$ cat src/rtl/seg_scan_ctrl.sv
// seg_scan_ctrl: 4-digit 7-segment scan scheduler with dead-time blanking, per-digit blink
// and a brightness duty window; define SEG_SCAN_BRIGHTNESS_EN to honour the bright input.
module seg_scan_ctrl #(
   parameter int SLOT_CYCLES  = 2048,
   parameter int BLANK_CYCLES = 64,
   parameter int BLINK_FRAMES = 32
) (
   input  logic        clock,
   input  logic        reset,
   input  logic [15:0] digit_code,
   input  logic [3:0]  dp_in,
   input  logic [3:0]  digit_en,
   input  logic [3:0]  blink_en,
   input  logic [2:0]  bright,
   output logic [6:0]  segment,
   output logic        dp_out,
   output logic [3:0]  digit_sel,
   output logic        frame_start
);
   localparam int SW = $clog2(SLOT_CYCLES);
   localparam int FW = BLINK_FRAMES > 1 ? $clog2(BLINK_FRAMES) : 1;
   localparam logic [1:0] S_BLANK = 2'd0, S_ON = 2'd1, S_OFF = 2'd2;
   localparam logic [34:0] ACTIVE = 35'(SLOT_CYCLES - BLANK_CYCLES);
   localparam logic [34:0] BLANK = 35'(BLANK_CYCLES);
   localparam logic [6:0] SEG [16] = '{7'h3F, 7'h06, 7'h5B, 7'h4F, 7'h66, 7'h6D, 7'h7D, 7'h07,
                                       7'h7F, 7'h6F, 7'h77, 7'h7C, 7'h39, 7'h5E, 7'h79, 7'h71};
   logic [SW-1:0] slot_q, slot_d;
   logic [1:0]    dig_q, dig_d;
   logic [FW-1:0] frm_q, frm_d;
   logic          ph_q, ph_d;
   logic [1:0]    st_q, st_d;
   logic [15:0]   sh_code_q, sh_code_d;
   logic [3:0]    sh_dp_q, sh_dp_d, sh_en_q, sh_en_d, sh_blk_q, sh_blk_d;
   logic [6:0]    seg_q, seg_d;
   logic          dpo_q, dpo_d, fs_q, fs_d;
   logic [3:0]    sel_q, sel_d;
   logic          slot_wrap, dig_wrap, frm_wrap, drive;
   logic [34:0]   on_len;
`ifdef SEG_SCAN_BRIGHTNESS_EN
   logic [2:0] sh_br_q, sh_br_d;
   // brightness is shadowed with the other attributes and sets the on window in eighths
   always_comb begin
      sh_br_d = fs_q ? bright : sh_br_q;
      on_len = (ACTIVE * 35'({1'b0, sh_br_d} + 4'd1)) >> 3;
   end
   // brightness shadow register
   always_ff @(posedge clock or posedge reset)
      if (reset) sh_br_q <= '0;
      else sh_br_q <= sh_br_d;
`else
   logic unused_bright;
   assign unused_bright = ^bright;
   assign on_len = ACTIVE;
`endif
   // counters hold the scan position whose outputs are registered on the next edge;
   // the shadow mux output is used so a capture takes effect within the same frame
   always_comb begin
      slot_wrap = slot_q == SW'(SLOT_CYCLES - 1);
      dig_wrap = slot_wrap && dig_q == 2'd3;
      frm_wrap = dig_wrap && frm_q == FW'(BLINK_FRAMES - 1);
      slot_d = slot_wrap ? '0 : slot_q + SW'(1);
      dig_d = slot_wrap ? dig_q + 2'd1 : dig_q;
      frm_d = frm_wrap ? '0 : dig_wrap ? frm_q + FW'(1) : frm_q;
      ph_d = ph_q ^ frm_wrap;
      st_d = 35'(slot_d) < BLANK ? S_BLANK : 35'(slot_d) < BLANK + on_len ? S_ON : S_OFF;
      sh_code_d = fs_q ? digit_code : sh_code_q;
      sh_dp_d = fs_q ? dp_in : sh_dp_q;
      sh_en_d = fs_q ? digit_en : sh_en_q;
      sh_blk_d = fs_q ? blink_en : sh_blk_q;
      drive = st_q == S_ON && sh_en_d[dig_q] && !(sh_blk_d[dig_q] && ph_q);
      fs_d = slot_q == '0 && dig_q == 2'd0;
      sel_d = drive ? 4'b0001 << dig_q : 4'b0000;
      seg_d = drive ? SEG[sh_code_d[{dig_q, 2'b00} +: 4]] : 7'd0;
      dpo_d = drive && sh_dp_d[dig_q];
   end
   // scan state, shadow registers and registered outputs
   always_ff @(posedge clock or posedge reset)
      if (reset) begin
         slot_q <= '0;
         dig_q <= '0;
         frm_q <= '0;
         ph_q <= 1'b0;
         st_q <= S_BLANK;
         sh_code_q <= '0;
         sh_dp_q <= '0;
         sh_en_q <= '0;
         sh_blk_q <= '0;
         seg_q <= '0;
         dpo_q <= 1'b0;
         sel_q <= '0;
         fs_q <= 1'b0;
      end else begin
         slot_q <= slot_d;
         dig_q <= dig_d;
         frm_q <= frm_d;
         ph_q <= ph_d;
         st_q <= st_d;
         sh_code_q <= sh_code_d;
         sh_dp_q <= sh_dp_d;
         sh_en_q <= sh_en_d;
         sh_blk_q <= sh_blk_d;
         seg_q <= seg_d;
         dpo_q <= dpo_d;
         sel_q <= sel_d;
         fs_q <= fs_d;
      end
   assign segment = seg_q;
   assign dp_out = dpo_q;
   assign digit_sel = sel_q;
   assign frame_start = fs_q;
endmodule

$ cat config.mk
export PLATFORM = sky130hd
export DESIGN_NAME = seg_scan_ctrl
export DESIGN_NICKNAME = d
export VERILOG_FILES = /design/src/rtl/seg_scan_ctrl.sv
export SDC_FILE = /design/constraint.sdc
export NUM_CORES = 1
export LEC_CHECK = 0
export BUFFER_PORTS_ARGS = -buffer_cell sky130_fd_sc_hd__buf_2
export CAP_MARGIN = 10
export CORE_MARGIN = 5
export CORE_UTILIZATION = 51
export CTS_CLUSTER_SIZE = 25
export DETAILED_ROUTE_END_ITERATION = 8
export PLACE_DENSITY = 0.76
export SLEW_MARGIN = 20
export SYNTH_ARGS = -nofsm -noshare
export SYNTH_HDL_FRONTEND = slang
export SYNTH_SLANG_ARGS = --single-unit
$ cat constraint.sdc
create_clock -name clock -period 2.45 [get_ports clock]
set_clock_uncertainty 0.15 [all_clocks]
set_input_delay 0.245 -clock clock [delete_from_list [all_inputs] [get_ports clock]]
set_output_delay 0.245 -clock clock [all_outputs]
set_load 0.1 [all_outputs]
==> flow_summary.yaml <==
global_route:
  antenna_found_initial: 0
  grt_pass1_wl_um: 10500
  grt_max_degree: 42
  grt_pass1_vias: 2195
  grt_use_total_pct: 18.6
  overflow: 0
critical_path:
  r2r_slack_ns: 0.05
  r2r-start: "frame_start"
  worstPathMaxFanout: 25
  cp-start-kind: "register"
  critPathCaptureType: "register"
  crit_required_ns: 2.53
  cp.arrival_ns: 2.48
  crit_type: "register to register"
  reg2reg_depth: 7
  reg2reg_to: "segment[6]"
floorplan:
  dieHeight_um: 86.1
  row_count: 27
  die_area_sq_um: 7410
  start_util_pct: 53.0
  fp.dieW_um: 86.1
  core_area_sq_um: 5570
  ios: 46
clock_network:
  path_clk_slew_ns: 0.07
  cts_max_level: 3
  tritoncts: "done"
  cts_root_buffer: "clkbuf_8"
  clk-insertion-delay-late_ns: 0.34
  numCtsBuffers: 9
  clockBufferDepth: 2
  clock_sinks: 61
placed_design:
  dpl.hpwl_um: 3930
  place_congestion: 0.833
  port-buffer-count: 42
finish:
  final_util_pct: 67.7
  area_growth_syn_to_layout_pct: 27.8
  nFillCells: 392
  drive_gt1_share_pct: 37.0
  antenna_cells: 0
  fin_nets: 360
job:
  max-cap-violations: 0
logic_synthesis:
  syn_nets: 282
  synth_edf_count: 0
  avgSynthCellArea_sq_um: 12.5
  synth_cell_types: 42
  synth_common_cells: "dfrtp_1, mux2_2, nand2_1, ha_1, inv_1"
  synth_area_leaders: "dfrtp_1, mux2_2, ha_1, mux4_2, nand2_1"
  yosysSeqAreaShare_pct: 51.7
  synth_flop_cell: "dfrtp_1"
  async_flop_share_pct: 100
  yosysMostFrequentCell: "dfrtp_1"
  yosys_warnings: 0
  ys_ff_latch: 61
  synth_largest_area_cell: "dfrtp_1"
  synth_cells: 236
  synthDominantCellAreaShare_pct: 51.7
  syn_area_sq_um: 2950
drt:
  routed_wl_um: 6360
  route.detailed.drc: 0
  vias_per_cell: 5.30
  drt-initial-drc-count: 109
  via_count: 2074
  firstDrtPassIters: 4
  post_drt_wl_per_cell_um: 16.3
  ant_nets: 0
min_path:
  min-delay-path-class: "primary input to register"
  hold_end: "sh_code_q[0]"
  hp-start: "digit_code[0]"
  whs_path_depth: 2
power:
  ir_drop_mv: 0.576
  power.total_mw: 2.10
  p_per_area_nw_per_um2: 556
  p_leak_nw: 1.80
sta:
  worstMarginPinSlew_ns: 0.489
  slew_violations: 0
  slew_headroom_pct: 67.6
  min_period_ns: 2.40
  final-setup-viol-count: 0
  fin_tns_setup_ns: 0
  fin_hold_ws_ns: 0.0222
  hold_viol: 0
  timing.fmax_mhz: 416
  fin_crit_sh_pct: 98.1
run_status:
  status: "complete, no violations"
how the worst max path moves through the flow:
| stage | start | end |
|---|---|---|
| floorplan | frame_start | segment[4] |
| global placement | frame_start | segment[6] |
| detailed placement | frame_start | segment[5] |
| CTS | frame_start | segment[5] |
| global route | frame_start | segment[6] |
| finish | frame_start | segment[6] |
cell usage in the layout (no fill, tap or decap), types with 3 or more instances in the layout:
cell type / n
a21oi_1: 4
and2_1: 7
and3_1: 4
buf_2: 43
buf_4: 9
clkbuf_8: 10
clkinvlp_4: 3
dfrtp_1: 60
dlygate4sd3_1: 22
ha_1: 11
inv_1: 6
inv_2: 5
mux2_2: 20
mux2_4: 9
mux2i_1: 3
mux4_2: 7
nand2_1: 21
nand2b_1: 5
nand3_1: 6
nand4_1: 3
nor2_1: 9
nor3_1: 3
o211a_1: 3
o21ai_0: 5
xnor2_1: 4
xor2_1: 6
layer usage:
| metal | part of all wire, % | global-route usage, % |
|---|---|---|
| met3 | 3.9 | 4.42 |
| met2 | 52 | 31.8 |
| met4 | 1.2 | 7.48 |
| met5 | 0 | 0 |
| met1 | 43 | 22.4 |
critical path, cell delays in order, from the launching register on:
cell,delay [ns]
dfrtp_2,0.43
buf_12,0.18
mux2_4,0.32
mux4_2,0.56
ha_1,0.25
nand2_1,0.08
a21oi_1,0.07
nor3b_1,0.24
power breakdown:
group / internal [mW] / switching [mW]
clock: 0.493 / 0.403
sequential: 1.03 / 0.00878
combinational: 0.0890 / 0.0748
layout make-up:
class	instances	area [sq um]	share of cell area (%)
clock buffers	10	138	3.65
clock inverters	6	62.6	1.66
inverters	11	41.3	1.09
multi-input cells	155	1370	36.3
flip-flops and latches	61	1530	40.5
well taps	72	90.1	2.39
repair buffers	76	543	14.4
through the flow:
stage          cell area (sq um)  setup WS (ns)  std cells
2_1_floorplan               3000         -0.241        236
3_3_place_gp                3320          0.137        350
3_5_place_dp                3320         0.0949        350
4_1_cts                     3730         0.0758        387
5_1_grt                     3770        -0.0784        391
6_report                    3770         0.0465        391
registers in the layout, indices dropped and copies added (netlist names):
name	cells
sh_dp_q	4
segment	7
sh_code_q	16
dp_out	1
digit_sel	4
st_q	1
sh_en_q	4
frm_q	5
slot_q	11
sh_blk_q	4
ph_q	1
dig_q	2
frame_start	1
logic make-up after synthesis:
group,share of synthesized area (%)
XOR/XNOR,2.97
adder cells (fa/ha/maj),5.51
multiplexers,18.9
flip-flops,51.7
AO/OA/AOI/OAI,5.72
buffers and inverters,3.56
AND/OR/NAND/NOR,11.6
timing repair:
item / in CTS / in global routing
hold buffers: 21 / 1
hold endpoints to repair: 40 / 1
setup endpoints to repair: 0 / 5
gates resized for setup: 0 / 3
setup buffers: 0 / 3
Power figures use the tool's default switching activity.
